`config.mk`:
```
export PLATFORM = sky130hd
export DESIGN_NAME = pipe_ctrl
export DESIGN_NICKNAME = d
export VERILOG_FILES = /design/src/rtl/pipe_ctrl_pkg.sv /design/src/rtl/div_stall_fsm.sv /design/src/rtl/pipe_ctrl.sv
export VERILOG_INCLUDE_DIRS = /design/src /design/src/rtl
export SDC_FILE = /design/constraint.sdc
export NUM_CORES = 1
export LEC_CHECK = 0
export CAP_MARGIN = 25
export CORE_MARGIN = 4
export CORE_UTILIZATION = 30
export CTS_BUF_LIST = sky130_fd_sc_hd__clkbuf_4
export DETAILED_ROUTE_END_ITERATION = 6
export GPL_ROUTABILITY_DRIVEN = 0
export GPL_TIMING_DRIVEN = 0
export SETUP_SLACK_MARGIN = 0.4
export SLEW_MARGIN = 20
export SYNTH_ARGS = -nofsm -noshare
export SYNTH_HDL_FRONTEND = slang
export SYNTH_HIERARCHICAL = 1
export SYNTH_SLANG_ARGS = --single-unit
```
`constraint.sdc`:
```
create_clock -name clk -period 2.6 [get_ports clk]
set_clock_uncertainty 0.15 [all_clocks]
set_input_delay 0.39 -clock clk [delete_from_list [all_inputs] [get_ports clk]]
set_output_delay 0.39 -clock clk [all_outputs]
set_load 0.01 [all_outputs]
```
`src/rtl/CommonDefines.svh`:
```
// Bit positions and constants for the stage write-enable and flush vectors.
`ifndef COMMON_DEFINES_SVH
`define COMMON_DEFINES_SVH

// Write-enable vector: {PC, IFID, IDEXE, EXEMEM, MEMWB}
`define WR_PC     4
`define WR_IFID   3
`define WR_IDEXE  2
`define WR_EXEMEM 1
`define WR_MEMWB  0
`define WR_ALL    5'b11111
`define WR_NONE   5'b00000

// Flush vector: {IFID, IDEXE, EXEMEM, MEMWB}
`define FL_IFID   3
`define FL_IDEXE  2
`define FL_EXEMEM 1
`define FL_MEMWB  0
`define FL_ALL    4'b1111
`define FL_NONE   4'b0000

`endif

```
`src/rtl/pipe_ctrl_pkg.sv`:
```
// Shared types and defaults for the pipeline stall/flush controller.
package pipe_ctrl_pkg;

    // Default EXE occupancy of a div/divu, in cycles.
    localparam int unsigned DIV_CYCLES_DEF = 32;

    typedef enum logic [1:0] {
        S_IDLE,
        S_DIV,
        S_DONE
    } div_state_t;

    typedef struct packed {
        logic        valid;
        logic [31:0] pc;
    } redirect_t;

endpackage

```
`src/rtl/div_stall_fsm.sv`:
```
// Sequences the multi-cycle divide stall: counts EXE cycles of a div/divu and
// flags when it may advance.
module div_stall_fsm
    import pipe_ctrl_pkg::*;
#(
    parameter int unsigned DIV_CYCLES = DIV_CYCLES_DEF
) (
    input  logic clk,
    input  logic rst,
    input  logic start,
    input  logic abort,
    input  logic hold,
    input  logic advance,
    output logic Div_Busy,
    output logic div_done
);

    localparam int unsigned CW = $clog2(DIV_CYCLES + 1);

    div_state_t    state_q, state_d;
    logic [CW-1:0] cnt_q, cnt_d;

    // State and counter registers with synchronous reset
    always_ff @(posedge clk) begin
        if (rst) begin
            state_q <= S_IDLE;
            cnt_q   <= '0;
        end else begin
            state_q <= state_d;
            cnt_q   <= cnt_d;
        end
    end

    // Next state: abort wins; the counter saturates at DIV_CYCLES
    always_comb begin
        state_d = state_q;
        cnt_d   = cnt_q;
        if (abort) begin
            state_d = S_IDLE;
            cnt_d   = '0;
        end else begin
            unique case (state_q)
                S_IDLE: begin
                    if (start) begin
                        state_d = S_DIV;
                        cnt_d   = CW'(1);
                    end
                end
                S_DIV: begin
                    if (cnt_q == CW'(DIV_CYCLES)) begin
                        state_d = S_DONE;
                    end else if (!hold) begin
                        cnt_d = cnt_q + CW'(1);
                    end
                end
                S_DONE: begin
                    if (advance) begin
                        state_d = S_IDLE;
                        cnt_d   = '0;
                    end
                end
                default: begin
                    state_d = S_IDLE;
                    cnt_d   = '0;
                end
            endcase
        end
    end

    assign Div_Busy = (state_q == S_DIV);
    assign div_done = (state_q == S_DONE);

endmodule

```
`src/rtl/pipe_ctrl.sv`:
```
// Central stall/flush controller: stage enables and flushes by priority, divide
// stall sequencing, and a one-entry pending PC redirect held across I-cache misses.
`include "CommonDefines.svh"

module pipe_ctrl
    import pipe_ctrl_pkg::*;
#(
    parameter int unsigned DIV_CYCLES = DIV_CYCLES_DEF
) (
    input  logic        clk,
    input  logic        rst,
    input  logic        ICache_Busy,
    input  logic        DCache_Busy,
    input  logic        ID_LoadUse,
    input  logic        EXE_IsDiv,
    input  logic        EXE_BranchTaken,
    input  logic [31:0] EXE_BranchTarget,
    input  logic        MEM_ExceptValid,
    input  logic        MEM_IsEret,
    input  logic [31:0] CP0_RedirectPC,
    output logic        PC_Wr,
    output logic        IFID_Wr,
    output logic        IDEXE_Wr,
    output logic        EXEMEM_Wr,
    output logic        MEM_WBWr,
    output logic        IFID_Flush,
    output logic        IDEXE_Flush,
    output logic        EXEMEM_Flush,
    output logic        MEMWB_Flush,
    output logic        Redirect_Valid,
    output logic [31:0] Redirect_PC,
    output logic        Div_Busy
);

    logic        except;
    logic        div_busy;
    logic        div_done;
    logic        div_start;
    logic        branch_act;
    logic [4:0]  wr;
    logic [3:0]  fl;
    redirect_t   req;
    logic        pend_v_q, pend_v_d;
    logic [31:0] pend_pc_q, pend_pc_d;

    assign except     = MEM_ExceptValid | MEM_IsEret;
    // A branch only redirects in a cycle where EXE actually advances
    assign branch_act = EXE_BranchTaken & ~except & ~DCache_Busy & ~div_busy;
    assign div_start  = EXE_IsDiv & ~except & ~DCache_Busy;

    div_stall_fsm #(
        .DIV_CYCLES (DIV_CYCLES)
    ) u_div_stall_fsm (
        .clk      (clk),
        .rst      (rst),
        .start    (div_start),
        .abort    (except),
        .hold     (DCache_Busy),
        .advance  (wr[`WR_EXEMEM]),
        .Div_Busy (div_busy),
        .div_done (div_done)
    );

    // New redirect request this cycle; an exception/eret outranks a branch
    always_comb begin
        req = '0;
        if (except) begin
            req.valid = 1'b1;
            req.pc    = CP0_RedirectPC;
        end else if (branch_act) begin
            req.valid = 1'b1;
            req.pc    = EXE_BranchTarget;
        end
    end

    // Enables/flushes by priority, then redirect delivery overrides PC_Wr
    always_comb begin
        wr             = `WR_ALL;
        fl             = `FL_NONE;
        Redirect_Valid = 1'b0;
        Redirect_PC    = '0;
        if (rst) begin
            wr = `WR_NONE;
            fl = `FL_ALL;
        end else begin
            if (except) begin
                fl = `FL_ALL;
            end else if (DCache_Busy) begin
                wr            = `WR_NONE;
                fl[`FL_MEMWB] = 1'b1;
            end else if (div_busy) begin
                wr[`WR_PC]     = 1'b0;
                wr[`WR_IFID]   = 1'b0;
                wr[`WR_IDEXE]  = 1'b0;
                fl[`FL_EXEMEM] = 1'b1;
            end else if (ID_LoadUse) begin
                wr[`WR_PC]    = 1'b0;
                wr[`WR_IFID]  = 1'b0;
                fl[`FL_IDEXE] = 1'b1;
            end else if (ICache_Busy) begin
                wr[`WR_PC]   = 1'b0;
                fl[`FL_IFID] = 1'b1;
            end
            // Squash the wrong-path fetch behind the delay slot
            if (branch_act) begin
                fl[`FL_IFID] = 1'b1;
            end
            if (req.valid) begin
                wr[`WR_PC] = ~ICache_Busy;
                if (!ICache_Busy) begin
                    Redirect_Valid = 1'b1;
                    Redirect_PC    = req.pc;
                end
            end else if (pend_v_q && !ICache_Busy) begin
                wr[`WR_PC]     = 1'b1;
                Redirect_Valid = 1'b1;
                Redirect_PC    = pend_pc_q;
            end
        end
    end

    // Pending redirect: a new request replaces it; it drains when fetch is free
    always_comb begin
        pend_v_d  = pend_v_q;
        pend_pc_d = pend_pc_q;
        if (req.valid) begin
            pend_v_d = ICache_Busy;
            if (ICache_Busy) begin
                pend_pc_d = req.pc;
            end
        end else if (!ICache_Busy) begin
            pend_v_d = 1'b0;
        end
    end

    // Pending redirect register with synchronous reset
    always_ff @(posedge clk) begin
        if (rst) begin
            pend_v_q  <= 1'b0;
            pend_pc_q <= '0;
        end else begin
            pend_v_q  <= pend_v_d;
            pend_pc_q <= pend_pc_d;
        end
    end

    assign PC_Wr        = wr[`WR_PC];
    assign IFID_Wr      = wr[`WR_IFID];
    assign IDEXE_Wr     = wr[`WR_IDEXE];
    assign EXEMEM_Wr    = wr[`WR_EXEMEM];
    assign MEM_WBWr     = wr[`WR_MEMWB];
    assign IFID_Flush   = fl[`FL_IFID];
    assign IDEXE_Flush  = fl[`FL_IDEXE];
    assign EXEMEM_Flush = fl[`FL_EXEMEM];
    assign MEMWB_Flush  = fl[`FL_MEMWB];
    assign Div_Busy     = div_busy & ~rst;

    // The divide is never counting and finished at the same time
    assert property (@(posedge clk) disable iff (rst) !(div_busy && div_done));

endmodule

```
==> results.toml, run 1 <==
[run_status]
outcome = "finished, final reports clean"

[logic_synthesis]
yosysWarnings = 6
avgSynthCellArea_sq_um = 7.98
synth_cells = 416
syn_area_sq_um = 3320
syn_nets = 491

[sta]
timing.fmax_ghz = 0.391
rsz0062_at_grt = "yes"
period_needed_ps = 2560
finalCritPeriodShare = 0.983
final_hold_viol_count = 0
timing.slew.headroom = 0.616
setup_viol_count_final = 0
worstMarginPinSlew_ps = 576
finalWorstSetupSlack_ps = 43.4
slew_violations = 0

[route]
drtPass1Iterations = 5
drtIter0Drc = 290
wl_per_cell_microns = 18.1
routed_wl_microns = 12500
wl_met2_microns = 6050
highest-signal-layer = "met4"
vias = 3752
ant_nets = 0
route.detailed.drc = 0
wl_met3_microns = 815
wl_met1_microns = 5540
vias_per_cell = 5.42

[cells_and_area]
drive_gt1_frac = 0.326
final_core_util = 0.451
fin_area_sq_um = 4890
area_growth_pct = 47.5
final_cells = 692
fin_nets = 626
diodes = 0

[floorplanning]
core_area_sq_um = 10800
die-area_sq_um = 12800
initial_core_util = 0.306
io_pins = 116
die_w_microns = 113
die_h_microns = 113
rows = 38

[clock_network]
cts_root_buffer = "clkbuf_4"
clk_pin_slew_worst_paths_ps = 130
clk_latency_ps = 360
cts.sinks = 41
htree_levels = 2
cts_buffers = 5
clockBufferDepth = 2
hold_buffers = 0
cts_tree = "done"

[critical_path]
cp-start-kind = "register"
arrival_ps = 2020
crit_type = "register to output pin"
timing.rr.start = "u_div_stall_fsm/state_q[0]$_SDFFE_PP0P_"
path_max_fanout = 10
startpoint = "u_div_stall_fsm/state_q[0]$_SDFFE_PP0P_"
required_ps = 2060
worstSetupEndpointType = "output pin"

[pwr]
leakage_nw = 2.07
max-vdd-ir-drop_mv = 0.168
power.density_nw_per_um2 = 330

[global_route]
grt_max_degree = 12
grt_pass1_vias = 3810
grt_pass1_wl_microns = 20100
antenna_found_initial = 0
gr-total-overflow = 0
grt.total_usage = 0.191

[hold_path]
hp-class = "register to register"
min-delay-start = "u_div_stall_fsm/cnt_q[1]$_SDFFE_PP0P_"

[placement]
dp.cells = 670
preCtsSetupSlack_ps = -883
port_buffers = 114
dp_hpwl_microns = 8790
placed_area_sq_um = 4640

[job]
drv_cap = 0
==> metal layers <==
layer / track usage / vias up
met5: 0 / -
met2: 0.326 / 141
met4: 0.0345 / 0
met3: 0.0396 / 9
met1: 0.252 / 1798
li1: - / 1804
==> cells in the final DEF, fill, tap and decap left out, drive strengths merged, types with 32 or more instances in the layout <==
cell            n
nor2           40
clkbuf         32
dfxtp          41
o21ai          36
clkdlybuf4s50  68
buf            70
o221a          32
a311oi         33
nand2          40
a221oi         32
inv            72
==> report_power, final <==
part | total (W) | switching [W] | internal, W
logic | 0.000557 | 0.000279 | 0.000278
registers | 0.000700 | 0.0000307 | 0.000669
clock network | 0.000356 | 0.000217 | 0.000140
==> sequential cells by signal (all words and copies together), names as in the netlist <==
signal and flops:
pend_v_q 1, u_div_stall_fsm/state_q 2, pend_pc_q 32, u_div_stall_fsm/cnt_q 6
==> metrics by stage <==
step	TNS (ps)	total power (W)	hold WS, ps
CTS	0	0.00161	368
finish	0	0.00161	371
detailed placement	-28000	0.00125	351
floorplan	0	0.000975	323
global placement	-28640	0.00123	338
global route	-645	0.00170	409
==> layout make-up <==
class	count	area [sq um]
fill	1125	5950
buffer	42	340
sequential	41	823
inverter	72	273
tap	140	175
multi-input combinational	261	2130
timing repair buffer	128	1090
clock buffer	8	60.1
==> worst paths after layout <==
| check | endpoint | slack (ps) | depth (start not counted) |
|---|---|---|---|
| worst min register to register | u_div_stall_fsm/cnt_q[1]$_SDFFE_PP0P_ | 370 | 2 |
| worst min-delay path | u_div_stall_fsm/cnt_q[1]$_SDFFE_PP0P_ | 370 | 2 |
| worst max register to register | pend_pc_q[2]$_SDFFE_PP0P_ | 600 | 7 |
| worst max-delay path | Redirect_PC[10] | 40 | 8 |
==> timing repair <==
action	4_1_cts	5_1_grt
gates resized for setup	225	10
buffers inserted	13	0
cloned	1	0
setup endpoints to repair	64	43
pin swaps	10	3
==> worst max-delay path: stages, from the launching register on <==
cell	delay [ps]
dfxtp_2	340
buf_6	110
nor2b_4	130
buf_6	120
nor3b_4	250
nor2_4	120
buf_6	180
a221oi_2	240
buf_2	180
(Power assumes the default switching activity.)
==> inputs of run 2 (changes only) <==
--- a/config.mk
+++ b/config.mk
@@ -7,12 +7,10 @@
 export NUM_CORES = 1
 export LEC_CHECK = 0
 export CAP_MARGIN = 25
-export CORE_MARGIN = 4
 export CORE_UTILIZATION = 30
 export CTS_BUF_LIST = sky130_fd_sc_hd__clkbuf_4
 export DETAILED_ROUTE_END_ITERATION = 6
 export GPL_ROUTABILITY_DRIVEN = 0
-export GPL_TIMING_DRIVEN = 0
 export SETUP_SLACK_MARGIN = 0.4
 export SLEW_MARGIN = 20
 export SYNTH_ARGS = -nofsm -noshare
==> run 2 against run 1 <==
Effect of this change: via count down 3.5%; clock power fell by 6.5%; core utilization down 1.4 points; sequential power about the same; combinational power decreased by 6.5%; non-clock buffer count fell by 19; count of clock-buffer cells in the layout shrank 3; worst setup slack better by 220 ps; die area down 10%; fmax increased by 9.5%; global-route usage rose by 0.28 points; final cell count down 2.6%.
==> results.toml, run 2 (synthesis gave the netlist of run 1 again) <==
[route]
wl_met2_microns = 5250
routed_wl_microns = 11300
wl_met1_microns = 5320
vias_per_cell = 5.37
drtPass1Iterations = 5
route.detailed.drc = 0
wl_met3_microns = 732
vias = 3621
wl_per_cell_microns = 16.8
drtIter0Drc = 252
highest-signal-layer = "met4"
ant_nets = 0

[pwr]
leakage_nw = 2.01
netSwitchingFraction = 0.334
cellInternalPower_w = 0.00103
switchingPower_w = 0.000520
clkPwrFrac = 0.214
power_frac_comb = 0.335
power.density_nw_per_um2 = 329
max-vdd-ir-drop_mv = 0.151
seq_power_share = 0.451

[cells_and_area]
largest_register = "pend_pc_q"
final_cell_mix = "70 x inv_1, 66 x clkdlybuf4s50_1, 40 x nand2_1, 40 x dfxtp_1, 39 x buf_2"
fill_cells = 1114
final_cells = 674
fin_area_sq_um = 4720
drive_gt1_frac = 0.317
final_core_util = 0.438
reg_top3 = "pend_pc_q: 32 flops, u_div_stall_fsm/cnt_q: 6 flops, u_div_stall_fsm/state_q: 2 flops"
layout_commonest_cell = "inv_1"
largest_reg_flops = 32
fin_nets = 607
area_growth_pct = 42.4

[global_route]
grt_pass1_wl_microns = 17800
gr-total-overflow = 0
grt_pass1_vias = 3502
grt.total_usage = 0.194
antenna_found_initial = 1
grt_max_degree = 62

[clock_network]
clk_pin_slew_worst_paths_ps = 130
clk_latency_ps = 350
cts_buffers = 5
htree_levels = 2
cts.sinks = 41
hold_buffers = 0
cts_tree = "done"
clockBufferDepth = 2
cts_root_buffer = "clkbuf_4"

[critical_path]
crit_chain = "nor2b_4 -> inv_2 -> and3_4 -> clkbuf_16 -> a221oi_2 -> buf_2"
crit_type = "register to output pin"
path_buf_inv = 3
arrival_ps = 1790
cp_top_family = "buffers and inverters"
cp_slowest_stage_delay_ps = 350
cp-start-kind = "register"
slowest_stage = "dfxtp_2"
path_max_fanout = 8
worstSetupEndpointType = "output pin"
required_ps = 2060

[placement]
placed_area_sq_um = 4670
dp_hpwl_microns = 7450
dp.cells = 658
port_buffers = 115

[floorplanning]
die_w_microns = 107
die_h_microns = 107
initial_core_util = 0.307
rows = 38
io_pins = 116
core_area_sq_um = 10800
die-area_sq_um = 11500

[sta]
rsz0062_at_grt = "yes"
finalCritPeriodShare = 0.898
slew_violations = 0
timing.slew.headroom = 0.587
worstMarginPinSlew_ps = 619
timing.fmax_ghz = 0.428
tns_ps = 0
final_hold_viol_count = 0
whs_ps = 378
period_needed_ps = 2330
setup_viol_count_final = 0

[hold_path]
hp-class = "register to register"

[run_status]
outcome = "finished, final reports clean"

[job]
drv_cap = 0
-- run 2: worst min-delay path: cells and delay by family (launching register included) --
family	cells	cell delay (ps)
flops	1	370
mux	1	60
simple gates	1	70
-- run 2: path summary, 6_finish.rpt --
path	from	endpoint	slack, ps	cells past startpoint
worst min register to register	u_div_stall_fsm/cnt_q[1]$_SDFFE_PP0P_	u_div_stall_fsm/cnt_q[1]$_SDFFE_PP0P_	380	2
worst max-delay path	u_div_stall_fsm/state_q[0]$_SDFFE_PP0P_	Redirect_PC[21]	270	6
worst max register to register	u_div_stall_fsm/cnt_q[0]$_SDFFE_PP0P_	u_div_stall_fsm/cnt_q[5]$_SDFFE_PP0P_	660	6
worst min-delay path	u_div_stall_fsm/cnt_q[1]$_SDFFE_PP0P_	u_div_stall_fsm/cnt_q[1]$_SDFFE_PP0P_	380	2
-- run 2: timing repair --
| item | 4_1_cts | 5_1_grt |
|---|---|---|
| gates resized for setup | 172 | 16 |
| setup buffers | 2 | 3 |
| setup endpoints to repair | 49 | 37 |
| cloned | 1 | 1 |
| pin swaps | 7 | 14 |
-- run 2: per-stage QoR --
stage	setup WS, ps	total power (W)
detailed placement	-302	0.00124
floorplan	504	0.000975
global placement	-300	0.00123
finish	265	0.00155
global route	177	0.00164
CTS	245	0.00155
-- run 2: area by class of cell --
class | instances | area [sq um] | area share
antenna | 1 | 2.50 | 0.000530
clock inverter | 3 | 17.5 | 0.00371
tap | 140 | 175 | 0.0371
sequential | 41 | 822 | 0.174
inverter | 72 | 270 | 0.0572
multi-input combinational | 261 | 2080 | 0.440
clock buffer | 5 | 37.5 | 0.00794
timing repair buffer | 151 | 1320 | 0.279
-- run 2: metal layers --
layer	up-vias	track usage
met3	2	0.0340
met1	1736	0.264
met2	123	0.318
met4	0	0.0450
met5	-	0
li1	1760	-
-- run 2: power groups by stage --
stage | combinational, W | sequential, W | clock, W
2_1_floorplan | 0.000270 | 0.000705 | 0
3_3_place_gp | 0.000519 | 0.000711 | 0
3_5_place_dp | 0.000526 | 0.000714 | 0
4_1_cts | 0.000508 | 0.000700 | 0.000344
5_1_grt | 0.000568 | 0.000708 | 0.000368
6_report | 0.000521 | 0.000701 | 0.000333
==> inputs of run 3 (changes only) <==
--- a/config.mk
+++ b/config.mk
@@ -11,7 +11,9 @@
 export CTS_BUF_LIST = sky130_fd_sc_hd__clkbuf_4
 export DETAILED_ROUTE_END_ITERATION = 6
 export GPL_ROUTABILITY_DRIVEN = 0
+export RECOVER_POWER = 50
 export SETUP_SLACK_MARGIN = 0.4
+export SKIP_LAST_GASP = 1
 export SLEW_MARGIN = 20
 export SYNTH_ARGS = -nofsm -noshare
 export SYNTH_HDL_FRONTEND = slang
==> run 3 against run 2 <==
Effect of this change: flip-flop and latch count stayed put; power is 0.28% lower; final cell count stayed put; core utilization is 0.19 points lower; die area stayed put; clock power hardly changed; worst setup slack worse by 21 ps; fmax is 0.89% lower; critical path type is now primary input to output pin; largest cell class unchanged.
==> results.toml, run 3 (synthesis gave the netlist of run 1 again) <==
[run_status]
outcome = "finished, final reports clean"

[cells_and_area]
fill_cells = 1119
layout_commonest_cell = "inv_1"
fin_nets = 607
reg_top3 = "pend_pc_q: 32 flops, u_div_stall_fsm/cnt_q: 6 flops, u_div_stall_fsm/state_q: 2 flops"
largest_register = "pend_pc_q"
largest_reg_flops = 32
final-seq-area_sq_um = 822
multi_input_area_sq_um = 2060
fin_area_sq_um = 4700
final_cell_mix = "70 x inv_1, 66 x clkdlybuf4s50_1, 40 x nand2_1, 40 x dfxtp_1, 39 x buf_2"
area_growth_pct = 41.8
drive_gt1_frac = 0.310

[global_route]
gr-total-overflow = 0
grt_pass1_wl_microns = 17800
grt_pass1_vias = 3502
grt.total_usage = 0.194
grt_max_degree = 62
antenna_found_initial = 1

[floorplanning]
die_h_microns = 107
rows = 38
io_pins = 116
die-area_sq_um = 11500
core_area_sq_um = 10800
die_w_microns = 107
initial_core_util = 0.307

[clock_network]
cts_buffers = 5
clk_latency_ps = 350
cts_tree = "done"
hold_buffers = 0
cts.sinks = 41
clockBufferDepth = 2
htree_levels = 2
clk_pin_slew_worst_paths_ps = 130
cts_root_buffer = "clkbuf_4"

[critical_path]
slowest_stage = "dlygate4sd2_1"
crit_chain = "dlygate4sd2_1 -> nor2_1 -> buf_4 -> buf_4 -> o21ai_0 -> a221oi_4 -> buf_2"
cp-start-kind = "primary input"
arrival_ps = 1820
worst_path_most_repeated_cell = "buf_4"
cp_slowest_stage_delay_ps = 250
required_ps = 2060
worstSetupEndpointType = "output pin"
reg2reg_slack_ps = 690
crit_type = "primary input to output pin"
path_max_fanout = 17

[placement]
dp_hpwl_microns = 7450
port_buffers = 115
placed_area_sq_um = 4670
preCtsSetupSlack_ps = -302

[sta]
finalWorstSetupSlack_ps = 244
rsz0062_at_grt = "yes"
timing.slew.headroom = 0.541
slew_violations = 0
setup_viol_count_final = 0
whs_ps = 377
period_needed_ps = 2360
worstMarginPinSlew_ps = 689
final_hold_viol_count = 0
timing.fmax_ghz = 0.424
finalCritPeriodShare = 0.906

[route]
wl_per_cell_microns = 16.8
drtPass1Iterations = 4
vias_per_cell = 5.36
drtIter0Drc = 247
route.detailed.drc = 0
ant_nets = 0
vias = 3616
routed_wl_microns = 11300

[pwr]
power.density_nw_per_um2 = 329
switchingPower_w = 0.000517
seq_power_share = 0.452
clkPwrFrac = 0.214
max-vdd-ir-drop_mv = 0.151
cellInternalPower_w = 0.00103
netSwitchingFraction = 0.334
leakage_nw = 2.00
power_frac_comb = 0.334

[hold_path]
hp-class = "register to register"

[job]
drv_cap = 0
[run 3: layer usage]
| layer | share of wire | global-route usage | vias up |
|---|---|---|---|
| li1 | - | - | 1761 |
| met1 | 0.47 | 0.264 | 1719 |
| met2 | 0.46 | 0.318 | 134 |
| met3 | 0.068 | 0.0340 | 2 |
| met4 | 0.0027 | 0.0450 | 0 |
| met5 | 0 | 0 | - |
[run 3: cell type report]
cell class,instances,area share
tap,140,0.0372
timing repair buffer,151,0.280
inverter,72,0.0574
clock inverter,3,0.00372
antenna,1,0.000532
clock buffer,5,0.00798
sequential,41,0.175
multi-input combinational,261,0.439
[run 3: power by group through the flow]
stage	sequential (W)	clock, W	combinational, W
after floorplan	0.000705	0	0.000270
after global placement	0.000711	0	0.000519
after detailed placement	0.000714	0	0.000526
after CTS	0.000700	0.000344	0.000508
after global routing	0.000708	0.000368	0.000564
final	0.000701	0.000332	0.000518
[run 3: worst max-delay path, delay by kind of cell]
kind                   cells  cell delay (ps)
AND/OR/NAND/NOR            1              240
buffers and inverters      4              800
AO/OA/AOI/OAI              2              380
[run 3: final timing paths]
| kind | startpoint | endpoint | depth (start not counted) |
|---|---|---|---|
| min reg2reg | u_div_stall_fsm/cnt_q[1]$_SDFFE_PP0P_ | u_div_stall_fsm/cnt_q[1]$_SDFFE_PP0P_ | 2 |
| max | MEM_ExceptValid | Redirect_PC[20] | 7 |
| min | u_div_stall_fsm/cnt_q[1]$_SDFFE_PP0P_ | u_div_stall_fsm/cnt_q[1]$_SDFFE_PP0P_ | 2 |
| max reg2reg | u_div_stall_fsm/cnt_q[0]$_SDFFE_PP0P_ | u_div_stall_fsm/cnt_q[2]$_SDFFE_PP0P_ | 6 |
[run 3: through the flow]
stage          power (W)  std cells  utilization  setup TNS (ps)
6_report         0.00155        674        0.436               0
5_1_grt          0.00164        673        0.436               0
4_1_cts          0.00155        669        0.428               0
3_5_place_dp     0.00124        658        0.433          -10300
3_3_place_gp     0.00123        658        0.433           -9550
2_1_floorplan   0.000975        416            -               0
[run 3: timing repair]
item                       4_1_cts  5_1_grt
resized for setup              172       16
buffers inserted                 2        3
cloned                           1        1
pin swaps                        7       14
setup endpoints to repair       49       37
